$ cat src/rtl/vga_pkg.sv
// Shared VGA definitions for the 160x120 adapter path.
// Provides pixel/colour widths, named colours, screen limits, the plotter
// FSM state type and the tile request record used by tile_plotter.
package vga_pkg;

  localparam int VGA_X_W  = 8;
  localparam int VGA_Y_W  = 7;
  localparam int COLOUR_W = 3;

  localparam logic [COLOUR_W-1:0] BLACK = 3'b000;
  localparam logic [COLOUR_W-1:0] WHITE = 3'b111;

  localparam int SCREEN_W = 160;
  localparam int SCREEN_H = 120;

  typedef enum logic {
    IDLE    = 1'b0,
    DRAWING = 1'b1
  } plot_state_e;

  // One tile request: pixel origin of the tile plus its fill colour.
  typedef struct packed {
    logic [VGA_X_W-1:0]  x;
    logic [VGA_Y_W-1:0]  y;
    logic [COLOUR_W-1:0] colour;
  } tile_req_t;

endpackage

$ cat src/rtl/tile_plotter_if.sv
// Request/pixel bus between the game controller, tile_plotter and the VGA
// adapter.
//   plot, s_color, cell_x, cell_y : tile request from the controller
//   vga_x, vga_y, vga_colour, vga_plot : per-pixel write to the adapter
//   busy, done, overrun : plotter status
// modport slave is the plotter's view; modport master is the requester's.
interface tile_plotter_if #(
  parameter int CX_W = 6,
  parameter int CY_W = 5
);

  logic                          plot;
  logic                          s_color;
  logic [CX_W-1:0]               cell_x;
  logic [CY_W-1:0]               cell_y;
  logic [vga_pkg::VGA_X_W-1:0]   vga_x;
  logic [vga_pkg::VGA_Y_W-1:0]   vga_y;
  logic [vga_pkg::COLOUR_W-1:0]  vga_colour;
  logic                          vga_plot;
  logic                          busy;
  logic                          done;
  logic                          overrun;

  modport slave (
    input  plot, s_color, cell_x, cell_y,
    output vga_x, vga_y, vga_colour, vga_plot, busy, done, overrun
  );

  modport master (
    output plot, s_color, cell_x, cell_y,
    input  vga_x, vga_y, vga_colour, vga_plot, busy, done, overrun
  );

endinterface

$ cat src/rtl/tile_pixel_counter.sv
// Column/row scan counter for one tile, row-major with col fastest.
//   clk, reset : clock and synchronous active-high reset
//   clear      : force col=row=0 (priority over enable)
//   enable     : advance one pixel
//   col, row   : current pixel offset inside the tile
//   last       : current pixel is (TILE_W-1, TILE_H-1)
module tile_pixel_counter #(
  parameter int TILE_W = 4,
  parameter int TILE_H = 4,
  localparam int CW = (TILE_W > 1) ? $clog2(TILE_W) : 1,
  localparam int RW = (TILE_H > 1) ? $clog2(TILE_H) : 1
) (
  input  logic          clk,
  input  logic          reset,
  input  logic          clear,
  input  logic          enable,
  output logic [CW-1:0] col,
  output logic [RW-1:0] row,
  output logic          last
);

  localparam logic [CW-1:0] COL_MAX = CW'(TILE_W - 1);
  localparam logic [RW-1:0] ROW_MAX = RW'(TILE_H - 1);

  assign last = (col == COL_MAX) && (row == ROW_MAX);

  // NOTE: sequential state is written with non-blocking assignments so every
  // register samples the pre-edge values of the others.
  always_ff @(posedge clk) begin
    if (reset || clear) begin
      col <= '0;
      row <= '0;
    end else if (enable) begin
      if (col == COL_MAX) begin
        col <= '0;
        row <= (row == ROW_MAX) ? '0 : row + 1'b1;
      end else begin
        col <= col + 1'b1;
      end
    end
  end

endmodule

$ cat src/rtl/tile_plotter.sv
// Tile rasteriser between the game controller and the 160x120 VGA adapter.
// Each plot strobe becomes TILE_W x TILE_H consecutive pixel writes. A
// one-deep pending slot absorbs a second strobe that arrives mid-tile, so an
// ERASE/DRAW pair issued back to back is drawn with no handshake.
//   clk, reset : clock and synchronous active-high reset
//   bus        : tile_plotter_if.slave (request in, pixel writes and status out)
module tile_plotter
  import vga_pkg::*;
#(
  parameter int                  TILE_W    = 4,
  parameter int                  TILE_H    = 4,
  parameter int                  CX_W      = 6,
  parameter int                  CY_W      = 5,
  parameter logic [COLOUR_W-1:0] BG_COLOUR = BLACK,
  parameter logic [COLOUR_W-1:0] FG_COLOUR = WHITE
) (
  input logic           clk,
  input logic           reset,
  tile_plotter_if.slave bus
);

  localparam int CW = (TILE_W > 1) ? $clog2(TILE_W) : 1;
  localparam int RW = (TILE_H > 1) ? $clog2(TILE_H) : 1;

  plot_state_e state, state_next;
  tile_req_t   active, active_next;
  tile_req_t   pend, pend_next;
  tile_req_t   req_in;
  logic        pend_valid, pend_valid_next;
  logic        done_q, done_next;
  logic        overrun_q, overrun_next;
  logic        cnt_clear, cnt_enable, last_pixel;
  logic [CW-1:0]   col;
  logic [RW-1:0]   row;
  logic [CX_W-1:0] cell_x;
  logic [CY_W-1:0] cell_y;

  assign cell_x = bus.cell_x;
  assign cell_y = bus.cell_y;

  // Tile origin in pixels; oversized products wrap into the adapter's range.
  always_comb begin
    req_in.x      = VGA_X_W'(cell_x) * VGA_X_W'(TILE_W);
    req_in.y      = VGA_Y_W'(cell_y) * VGA_Y_W'(TILE_H);
    req_in.colour = bus.s_color ? FG_COLOUR : BG_COLOUR;
  end

  tile_pixel_counter #(
    .TILE_W (TILE_W),
    .TILE_H (TILE_H)
  ) u_counter (
    .clk    (clk),
    .reset  (reset),
    .clear  (cnt_clear),
    .enable (cnt_enable),
    .col    (col),
    .row    (row),
    .last   (last_pixel)
  );

  // NOTE: every signal written here gets a default first, so no path leaves
  // one unassigned and no latch is inferred.
  always_comb begin
    state_next      = state;
    active_next     = active;
    pend_next       = pend;
    pend_valid_next = pend_valid;
    done_next       = 1'b0;
    overrun_next    = overrun_q;
    cnt_clear       = 1'b0;
    cnt_enable      = 1'b0;

    unique case (state)
      IDLE: begin
        if (bus.plot) begin
          active_next = req_in;
          cnt_clear   = 1'b1;
          state_next  = DRAWING;
        end
      end

      DRAWING: begin
        if (last_pixel) begin
          done_next = 1'b1;
          if (pend_valid) begin
            // Pending tile goes live; a coincident strobe refills the slot.
            active_next     = pend;
            cnt_clear       = 1'b1;
            pend_valid_next = bus.plot;
            if (bus.plot) pend_next = req_in;
          end else if (bus.plot) begin
            active_next = req_in;
            cnt_clear   = 1'b1;
          end else begin
            // Counters hold on the last pixel so vga_x/vga_y keep their values.
            state_next = IDLE;
          end
        end else begin
          cnt_enable = 1'b1;
          if (bus.plot) begin
            if (!pend_valid) begin
              pend_next       = req_in;
              pend_valid_next = 1'b1;
            end else begin
              overrun_next = 1'b1;
            end
          end
        end
      end

      default: state_next = IDLE;
    endcase
  end

  always_ff @(posedge clk) begin
    if (reset) begin
      state      <= IDLE;
      active     <= '0;
      pend       <= '0;
      pend_valid <= 1'b0;
      done_q     <= 1'b0;
      overrun_q  <= 1'b0;
    end else begin
      state      <= state_next;
      active     <= active_next;
      pend       <= pend_next;
      pend_valid <= pend_valid_next;
      done_q     <= done_next;
      overrun_q  <= overrun_next;
    end
  end

  assign bus.vga_x      = active.x + VGA_X_W'(col);
  assign bus.vga_y      = active.y + VGA_Y_W'(row);
  assign bus.vga_colour = active.colour;
  assign bus.vga_plot   = (state == DRAWING);
  assign bus.busy       = (state == DRAWING);
  assign bus.done       = done_q;
  assign bus.overrun    = overrun_q;

endmodule
$ cat src/flat_wrapper.sv
// flat-port wrapper written by rule: the top's interface ports become plain ports
module tile_plotter_flat import vga_pkg::*;
#(
  parameter int                  TILE_W    = 4,
  parameter int                  TILE_H    = 4,
  parameter int                  CX_W      = 6,
  parameter int                  CY_W      = 5,
  parameter logic [COLOUR_W-1:0] BG_COLOUR = BLACK,
  parameter logic [COLOUR_W-1:0] FG_COLOUR = WHITE
)
  (clk, reset, bus_plot, bus_s_color, bus_cell_x, bus_cell_y, bus_vga_x, bus_vga_y, bus_vga_colour, bus_vga_plot, bus_busy, bus_done, bus_overrun);
  tile_plotter_if #(.CX_W(CX_W), .CY_W(CY_W)) bus_i ();
  input logic clk;
  input logic reset;
  input wire logic [$bits(bus_i.plot)-1:0] bus_plot;
  input wire logic [$bits(bus_i.s_color)-1:0] bus_s_color;
  input wire logic [$bits(bus_i.cell_x)-1:0] bus_cell_x;
  input wire logic [$bits(bus_i.cell_y)-1:0] bus_cell_y;
  output wire logic [$bits(bus_i.vga_x)-1:0] bus_vga_x;
  output wire logic [$bits(bus_i.vga_y)-1:0] bus_vga_y;
  output wire logic [$bits(bus_i.vga_colour)-1:0] bus_vga_colour;
  output wire logic [$bits(bus_i.vga_plot)-1:0] bus_vga_plot;
  output wire logic [$bits(bus_i.busy)-1:0] bus_busy;
  output wire logic [$bits(bus_i.done)-1:0] bus_done;
  output wire logic [$bits(bus_i.overrun)-1:0] bus_overrun;
  assign bus_i.plot = bus_plot;
  assign bus_i.s_color = bus_s_color;
  assign bus_i.cell_x = bus_cell_x;
  assign bus_i.cell_y = bus_cell_y;
  assign bus_vga_x = bus_i.vga_x;
  assign bus_vga_y = bus_i.vga_y;
  assign bus_vga_colour = bus_i.vga_colour;
  assign bus_vga_plot = bus_i.vga_plot;
  assign bus_busy = bus_i.busy;
  assign bus_done = bus_i.done;
  assign bus_overrun = bus_i.overrun;
  tile_plotter #(.TILE_W(TILE_W), .TILE_H(TILE_H), .CX_W(CX_W), .CY_W(CY_W), .BG_COLOUR(BG_COLOUR), .FG_COLOUR(FG_COLOUR)) u_core (.clk(clk), .reset(reset), .bus(bus_i));
endmodule
$ cat config.mk
export PLATFORM = sky130hd
export DESIGN_NAME = tile_plotter_flat
export DESIGN_NICKNAME = d
export VERILOG_FILES = /design/src/rtl/vga_pkg.sv /design/src/rtl/tile_plotter_if.sv /design/src/rtl/tile_pixel_counter.sv /design/src/rtl/tile_plotter.sv /design/src/flat_wrapper.sv
export SDC_FILE = /design/constraint.sdc
export NUM_CORES = 1
export LEC_CHECK = 0
export CORE_UTILIZATION = 54
export DETAILED_ROUTE_END_ITERATION = 8
export PLACE_DENSITY = 0.8
export SETUP_SLACK_MARGIN = 0.15
export SYNTH_ARGS = -nofsm -noshare
export SYNTH_HDL_FRONTEND = slang
export SYNTH_SLANG_ARGS = --single-unit
$ cat constraint.sdc
create_clock -name clk -period 2.3 [get_ports clk]
set_clock_uncertainty 0.1 [all_clocks]
set_input_delay 0.345 -clock clk [delete_from_list [all_inputs] [get_ports clk]]
set_output_delay 0.345 -clock clk [all_outputs]
set_load 0.1 [all_outputs]
==> run metrics <==
status=complete, no violations; Post-DP Area=3110 µm²; worst rel slew slack=57.1%; vias in the first global route=2,109; core area=4350 µm²; Synth Warn #=0; largest net degree at the start of global routing=40; worst-path maximum fanout=3; grt ovf=0; RD Place Congestion=0.804; area growth from synthesis to layout=39.4%; flop and latch count out of synthesis=38; IO Port Bufs=36; Final WS setup=10.8 ps; HPWL Detailed=4080 µm; DR vias=2,283; DRT iter0 DRCs=155; DRT Wirelength=6270 µm; CP Launch Type=flop; Register-to-Register Setup Slack=330 ps; post-route cell area=3410 µm²; worst endpoint required time=1860 ps; CP cell instances=ha_4 > inv_2 > fa_2 > nor3_4 > xor2_4 > buf_12; first-pass GRT wire length=10,300 µm; initial antenna violation count=0; clock buffer depth=2; Worst-Margin Slew=640 ps; most frequent cells in the layout=28 x dfxtp_1, 26 x o21ai_0, 23 x buf_4, 22 x nand2_1, 20 x a21oi_1; ANT cells=0; Layout Nets=346; CTS Buf Count=5; part of the cycle the worst path needs=99.5%; net count after synthesis=317; worst path arrival time=1840 ps; leakage=1.37 nW; Via density=6.09; syn_area_per_cell=8.36 µm²; Final Hold Fails=0; gr usage total=26.6%; DRC Markers=0; Place WS=109 ps; die area=4810 µm²; Sink Count=38; Synth Cell Area=2450 µm²; min cycle time layout=2290 ps; hold_ws=380 ps; routed len/inst=16.7 µm; DR pass1 iterations=5; CTS tree=yes; Die Span Y=69.4 µm; H-tree lvl count=2; layout cells sized above 1=31.0%; CP endpoint kind=output pin; CTS clk-pin slew, worst paths=80 ps; sequential share of the synthesized area=31.1%; Fmax=437 MHz; Layout fillers=305; Mapped Cells=293; RSZ-0062 raised after global routing=yes; initial core utilization=56.3%; Worst-Skew Late Latency=290 ps; final setup vio count=0; root buf cell=clkbuf_8; die width=69.4 µm; Reg area=778 µm²; Max stage delay on crit path=440 ps; WS Path Type=flop to output pin; IO Count=37; CTS Hold Bufs=0; Power Dens Cells=557 nW/µm²; commonest non-fill, non-tap cell in the layout=dfxtp_1; Core Rows=24; Slew Viols, Final=0; Cell variety after synth=44; CP top delay family=adder cells; ANT nets after route=0; critical path buffer and inverter count=2; multi-input logic area=1800 µm²; maximum vdd ir drop=0.000470 V; CP max-delay cell=fa_2; HP Class=flop to flop; maximum capacitance violations=0
worst reg2reg max path: stages, from the launching register on:
cell,delay (ps)
dfxtp_4,390
buf_4,120
ha_1,380
nor4bb_2,390
or2_4,330
o211ai_1,140
metal layers:
layer  track usage [%]  part of all wire (%)
met5                 0                     0
met3              3.34                   4.1
met1              36.7                    44
met2              42.7                    49
met4              9.98                   2.7
cells in the mapped netlist, drive strengths merged:
master,n,area [µm²]
a21bo,2,20.0
a21boi,3,26.3
a21o,4,30.0
a21oi,21,105
a311oi,11,96.3
a31oi,14,87.6
and3,1,6.26
and3b,12,105
and4,1,8.76
buf,19,131
clkbuf,12,45.0
dfxtp,38,761
fa,2,40.0
ha,7,87.6
inv,11,41.3
nand2,22,82.6
nand2b,2,12.5
nand3,15,75.1
nand3b,1,7.51
nand4,1,6.26
nor2,4,17.5
nor2b,12,75.1
nor3,4,20.0
nor3b,15,113
nor4bb,1,16.3
o211ai,12,140
o21ai,28,140
o21bai,1,7.51
o32ai,3,26.3
or2,1,8.76
or3,1,6.26
or4,1,7.51
xnor2,6,52.6
xor2,5,43.8
cells by family (layout without fill, tap and decap cells):
family / Yosys count / count (layout) / share of synthesized area [%]
compound gates: 99 / 99 / 27.7
xor+xnor: 11 / 11 / 3.93
fa+ha+maj: 9 / 9 / 5.21
buf+inv: 42 / 72 / 8.89
flops: 38 / 38 / 31.1
simple gates: 94 / 94 / 23.2
where the power goes:
group | switching [W] | internal (W)
logic | 0.000355 | 0.000217
clock network | 0.000240 | 0.000319
registers | 0.0000670 | 0.000702
total | 0.000662 | 0.00124
area by class of cell:
cell class                 instances  area share, %
sequential                        38           22.8
clock inverter                     3           1.17
clock buffer                       5           2.02
tap                               52           1.91
inverter                          11           1.21
multi-input combinational        213           52.8
timing repair buffer              53           18.1
sequential cells by signal, indices dropped and copies added, names as in the netlist, 2 cells and up:
signal                 flops
u_core.active             15
u_core.pend               12
u_core.bus.vga_colour      3
u_core.u_counter.col       2
u_core.u_counter.row       2
worst paths after layout:
check | from | cells after the start | end
worst max register to register | u_core.u_counter.row[1]$_SDFFE_PP0P_ | 5 | u_core.pend[12]$_SDFFE_PP0P_
worst min register to register | u_core.bus.vga_colour[2]$_SDFFE_PP0N_ | 2 | u_core.bus.vga_colour[2]$_SDFFE_PP0N_
worst max-delay path | u_core.u_counter.col[0]$_SDFFE_PP0P_ | 6 | bus_vga_x[6]
worst min-delay path | u_core.bus.vga_colour[2]$_SDFFE_PP0N_ | 2 | u_core.bus.vga_colour[2]$_SDFFE_PP0N_
per-stage QoR:
stage	setup TNS, ps	std cells	util, %	total power [W]
6_report	0	375	78.4	0.00190
5_1_grt	-108	375	78.4	0.00197
4_1_cts	-2.51	372	76.8	0.00190
3_5_place_dp	0	358	71.4	0.00134
2_1_floorplan	-89.5	293	-	0.00118
3_3_place_gp	0	358	71.4	0.00133
timing repair:
action	CTS	global route
setup buffers	6	3
gates resized for setup	20	11
setup endpoints to repair	9	17
pin swaps	10	6
(Power assumes the default switching activity.)
